## config.mk

```make
export PLATFORM = sky130hd
export DESIGN_NAME = mem_port_arbiter
export DESIGN_NICKNAME = d
export VERILOG_FILES = /design/src/rtl/mem_port_arbiter.sv
export SDC_FILE = /design/constraint.sdc
export NUM_CORES = 1
export LEC_CHECK = 0
export CAP_MARGIN = 0
export CORE_ASPECT_RATIO = 1.25
export CORE_MARGIN = 8
export CORE_UTILIZATION = 45
export DETAILED_ROUTE_END_ITERATION = 10
export PLACE_DENSITY_LB_ADDON = 0.1
export SLEW_MARGIN = 20
export SYNTH_ARGS = -nofsm -noshare
export SYNTH_HDL_FRONTEND = slang
export SYNTH_SLANG_ARGS = --single-unit
export TNS_END_PERCENT = 50
```

## constraint.sdc

```tcl
create_clock -name clk -period 3.72 [get_ports clk]
set_input_delay 0.558 -clock clk [delete_from_list [all_inputs] [get_ports clk]]
set_output_delay 0.558 -clock clk [all_outputs]
set_load 0.02 [all_outputs]
```

## src/rtl/mem_port_arbiter.sv

```systemverilog
// Two-requester memory port arbiter: CPU has priority, DMA is forced through
// after STARVE_LIMIT consecutive CPU wins. Fixed-latency IDLE/BUSY/RESP access FSM.
module mem_port_arbiter #(
  parameter int AW           = 16,
  parameter int DW           = 16,
  parameter int MEM_LAT      = 1,
  parameter int STARVE_LIMIT = 4
) (
  input  logic          clk,
  input  logic          rst,
  input  logic          cpu_req,
  input  logic          cpu_we,
  input  logic [AW-1:0] cpu_addr,
  input  logic [DW-1:0] cpu_wdata,
  output logic          cpu_gnt,
  output logic          cpu_done,
  input  logic          dma_req,
  input  logic          dma_we,
  input  logic [AW-1:0] dma_addr,
  input  logic [DW-1:0] dma_wdata,
  output logic          dma_gnt,
  output logic          dma_done,
  output logic [DW-1:0] rdata,
  output logic          mem_en,
  output logic          mem_we,
  output logic [AW-1:0] mem_addr,
  output logic [DW-1:0] mem_wdata,
  input  logic [DW-1:0] mem_rdata
);

  localparam int LW = (MEM_LAT > 1) ? $clog2(MEM_LAT + 1) : 1;
  localparam int SW = $clog2(STARVE_LIMIT + 1);
  localparam logic [LW-1:0] LAT_LAST   = LW'(MEM_LAT - 1);
  localparam logic [SW-1:0] STREAK_MAX = SW'(STARVE_LIMIT);

  typedef enum logic [1:0] {IDLE, BUSY, RESP} state_t;

  state_t        state_reg, state_next;
  logic          owner_reg;   // 0 = CPU, 1 = DMA
  logic          we_reg;
  logic [AW-1:0] addr_reg;
  logic [DW-1:0] wdata_reg;
  logic [DW-1:0] rdata_reg;
  logic [LW-1:0] lat_reg;
  logic [SW-1:0] streak_reg;

  logic start;
  logic dma_win;
  logic last_busy;
  logic first_busy;

  always_comb begin
    state_next = state_reg;
    start      = 1'b0;
    dma_win    = dma_req && (!cpu_req || streak_reg == STREAK_MAX);
    last_busy  = (state_reg == BUSY) && (lat_reg == LAT_LAST);
    first_busy = (state_reg == BUSY) && (lat_reg == '0);
    case (state_reg)
      IDLE: begin
        if (cpu_req || dma_req) begin
          start      = 1'b1;
          state_next = BUSY;
        end
      end
      BUSY:    if (last_busy) state_next = RESP;
      RESP:    state_next = IDLE;
      default: state_next = IDLE;
    endcase
  end

  always_ff @(posedge clk) begin
    if (rst) begin
      state_reg  <= IDLE;
      owner_reg  <= 1'b0;
      we_reg     <= 1'b0;
      addr_reg   <= '0;
      wdata_reg  <= '0;
      rdata_reg  <= '0;
      lat_reg    <= '0;
      streak_reg <= '0;
    end else begin
      state_reg <= state_next;
      if (start) begin
        owner_reg <= dma_win;
        we_reg    <= dma_win ? dma_we    : cpu_we;
        addr_reg  <= dma_win ? dma_addr  : cpu_addr;
        wdata_reg <= dma_win ? dma_wdata : cpu_wdata;
        lat_reg   <= '0;
        // Streak only grows while DMA is actually waiting behind the CPU.
        if (dma_win || !dma_req)
          streak_reg <= '0;
        else if (streak_reg != STREAK_MAX)
          streak_reg <= streak_reg + SW'(1);
      end else if (state_reg == BUSY) begin
        if (last_busy) begin
          if (!we_reg) rdata_reg <= mem_rdata;
        end else begin
          lat_reg <= lat_reg + LW'(1);
        end
      end
    end
  end

  assign mem_en    = (state_reg == BUSY);
  assign mem_we    = first_busy && we_reg;
  assign mem_addr  = mem_en ? addr_reg  : '0;
  assign mem_wdata = mem_en ? wdata_reg : '0;
  assign cpu_gnt   = first_busy && !owner_reg;
  assign dma_gnt   = first_busy && owner_reg;
  assign cpu_done  = (state_reg == RESP) && !owner_reg;
  assign dma_done  = (state_reg == RESP) && owner_reg;
  assign rdata     = rdata_reg;

endmodule

```

==> out/qor.txt <==
WORST SETUP PATH
------------------------------------------------------------------------------------------
Endpoint class of the critical path                                             output pin
Cell chain of the critical path                                               nand2b_1, inv_1, and2_1, clkdlybuf4s50_1
Critical path peak fanout                                                               34
Data required time at the worst endpoint                                           3.16 ns
Crit-path max cell delay                                                           0.69 ns
Category of the critical setup timing path                                      reg -> out
Max stage delay cell, worst path                                                     inv_1
Arrival time of data at the critical path endpoint                                 2.48 ns
Kind of start point of the critical path                                          register

PLACE
------------------------------------------------------------------------------------------
Routability cong.                                                                    0.750
Post-detail-place hpwl                                                             6740 um
Worst slack after detailed placement                                              0.979 ns
Count of input and output buffers                                                      139

DETAILED ROUTING
------------------------------------------------------------------------------------------
Number of remaining DRC errors                                                           0
Count of routing violations after the opening detailed-route iteration                 206
Number of search-and-repair iterations in the first detailed-routing pass                4
Detailed-route vias per instance                                                      5.77
Detail-routed net length per standard cell                                         18.4 um
Detail Route Antenna Nets                                                                0
Routed wire length                                                                10100 um
Vias                                                                                  3163

YOSYS
------------------------------------------------------------------------------------------
Syn nets                                                                               439
Share of async-settable or async-resettable flops after synthesis                       0%
Yosys cell types                                                                        34
Post-synth design cell area                                                     3180 sq um
Yosys Warn Count                                                                         0
Count of flip-flops with a built-in enable after synthesis                               0
Post-Syn Instances                                                                     351
Post-Synthesis Mean Instance Area                                               9.07 sq um
Sequential element share of the synthesized area                                     35.2%
Dominant synthesized flop cell                                                     dfxtp_1
Register bit count reported by yosys                                                    56

LAYOUT
------------------------------------------------------------------------------------------
Leading cell types in the layout, fill and taps excluded                      137 x clkdlybuf4s50_1, 56 x dfxtp_1, 53 x a21oi_1
Share of post-route cells with drive strength above 1                                10.5%
Fill cell instance count of the final layout                                           634
Most common library cell in the layout ignoring fill and taps                 clkdlybuf4s50_1
Footprint of the multi-input gates                                              1790 sq um
Area Overhead vs Synth                                                               43.3%
Antenna diode count                                                                      0
Net count of the finished layout                                                       545
Area occupied by registers                                                      1120 sq um

DIE
------------------------------------------------------------------------------------------
Cell Rows                                                                               34
Ports placed on the boundary                                                           140
Chip width                                                                         91.2 um
Height of the die                                                                   110 um
Die area                                                                       10000 sq um
Core Footprint                                                                  6890 sq um
Starting utilization of the core area                                                46.2%

TIMING
------------------------------------------------------------------------------------------
Number of hold-slack violations in the final timing report                               0
Post-layout min period                                                             3.04 ns
Post-route clock skew                                                           0.00571 ns
Post-route clock period utilization                                                  81.6%
Tightest Pin Transition                                                            1.06 ns
Top achievable clock speed                                                         329 MHz
Tightest slew margin relative to the limit                                           29.4%
Total setup violations reported at the end of the flow                                   0
Number of max-slew violations in the final report                                        0
RSZ-0062 raised after global routing                                                    no
Setup slack after layout                                                          0.684 ns
Setup TNS                                                                             0 ns

POWER AND IR DROP
------------------------------------------------------------------------------------------
Internal power summed over all cells                                               1080 uW
Share of power burned in the clock network                                           25.7%
Power per cell area                                                            338 nW/um^2
Register share of total power                                                        44.5%
Leakage                                                                         0.00148 uW
Worst IR drop on VDD                                                              0.262 mV
Sw Share                                                                             30.2%
Combinational power share                                                            29.8%
Net load switching power                                                            466 uW

RUN
------------------------------------------------------------------------------------------
Number of max-cap violations                                                             0

GRT
------------------------------------------------------------------------------------------
Global router's overall resource usage                                               19.1%
GRT overflow                                                                             0
Vias in the first global route                                                        3234
Number of antenna violations at the first check in global routing                        0
Maximum number of pins on one net before global-route repair                            57
Wire length of the first global-routing pass                                      16100 um

CLOCK NETWORK
------------------------------------------------------------------------------------------
Max Buffers Root-to-Sink                                                                 2
Clock edge transition at the registers on the reported setup and hold paths        0.10 ns
H-tree depth reported by CTS                                                             2
Total CTS buffers                                                                        5
Skew-Pair Late Insertion Delay                                                     0.30 ns
TritonCTS sink count                                                                    56
Post-CTS Setup Inserts                                                                   0
Clock tree root buffer cell                                                       clkbuf_8
Count of hold-fix buffers inserted at cts                                                0
CTS-repair resized insts                                                                 0
CTS tree                                                                              done

RUN STATUS
------------------------------------------------------------------------------------------
Outcome                                                                          completed

MIN PATH
------------------------------------------------------------------------------------------
Min-Delay Path Class                                                            reg -> reg

## worst paths after layout
check | from | end | slack (ns) | depth (start not counted)
hold / removal | rdata[3]$_SDFFE_PP0P_ | rdata[3]$_SDFFE_PP0P_ | 0.46 | 2
setup / recovery | state_reg[1]$_SDFFE_PP0P_ | mem_addr[15] | 0.68 | 4
setup reg to reg | state_reg[1]$_SDFFE_PP0P_ | addr_reg[12]$_SDFFE_PP0P_ | 1.43 | 4
hold reg to reg | rdata[3]$_SDFFE_PP0P_ | rdata[3]$_SDFFE_PP0P_ | 0.46 | 2
## metrics by stage
step	power (uW)	hold WS (ns)	std cells	cell area, sq um	utilization [%]
3_5_place_dp	1160	0.448	540	4450	64.6
2_1_floorplan	977	0.466	351	3180	-
6_report	1540	0.458	548	4560	66.2
5_1_grt	1630	0.489	548	4560	66.2
4_1_cts	1560	0.462	548	4560	66.2
3_3_place_gp	1150	0.442	540	4450	64.6
## cells in the mapped netlist (all sizes together), types with 2 or more instances
cell	n	area share [%]
and2	32	6.3
buf	30	6.6
dfxtp	56	35
a21oi	53	8.3
o21ai	4	0.63
nor4	33	6.5
nor3	2	0.31
nor3b	3	0.71
nor4b	34	9.8
a2111oi	33	14
ha	2	0.79
inv	3	0.35
nand2	34	4.0
clkbuf	15	1.8
nor2	2	0.47
or2	2	0.39
nand4	3	0.59
## worst max-delay path: cells and delay by family, from the launching register on
family / cells / cell delay (ns)
AND/OR/NAND/NOR: 2 / 0.49
flip-flops: 1 / 0.38
buffers and inverters: 2 / 1.30
## power by group through the flow
stage | Sequential [uW] | Combinational (uW) | Clock, uW
3_3_place_gp | 699 | 453 | 0
2_1_floorplan | 703 | 274 | 0
6_report | 687 | 460 | 396
3_5_place_dp | 699 | 461 | 0
5_1_grt | 695 | 496 | 435
4_1_cts | 687 | 463 | 409
## cells by family (layout without fill, tap and decap cells)
group,after synthesis,count (layout),share of synthesized area [%]
AOI/OAI and AO/OA,93,93,24.4
buffers and inverters,48,155,8.73
and+or+nand+nor,152,152,30.8
adders and majority gates,2,2,0.786
DFF,56,56,35.2
## area by class of cell
class,count,share of cell area [%]
Clock buffer,5,1.51
Clock inverter,3,0.933
Inverter,3,0.247
Multi-Input combinational cell,247,39.2
Sequential cell,56,24.6
Tap cell,90,2.47
Timing Repair Buffer,144,31.1
## layer usage
layer	part of all wire (%)	wire length, um	GRT usage, %
met1	40	3990	21.4
met2	51	5110	34.1
met4	2.0	205	5.28
met3	7.7	777	6.23
met5	0	0	0
Note: power is estimated with default switching activity, not from simulation.
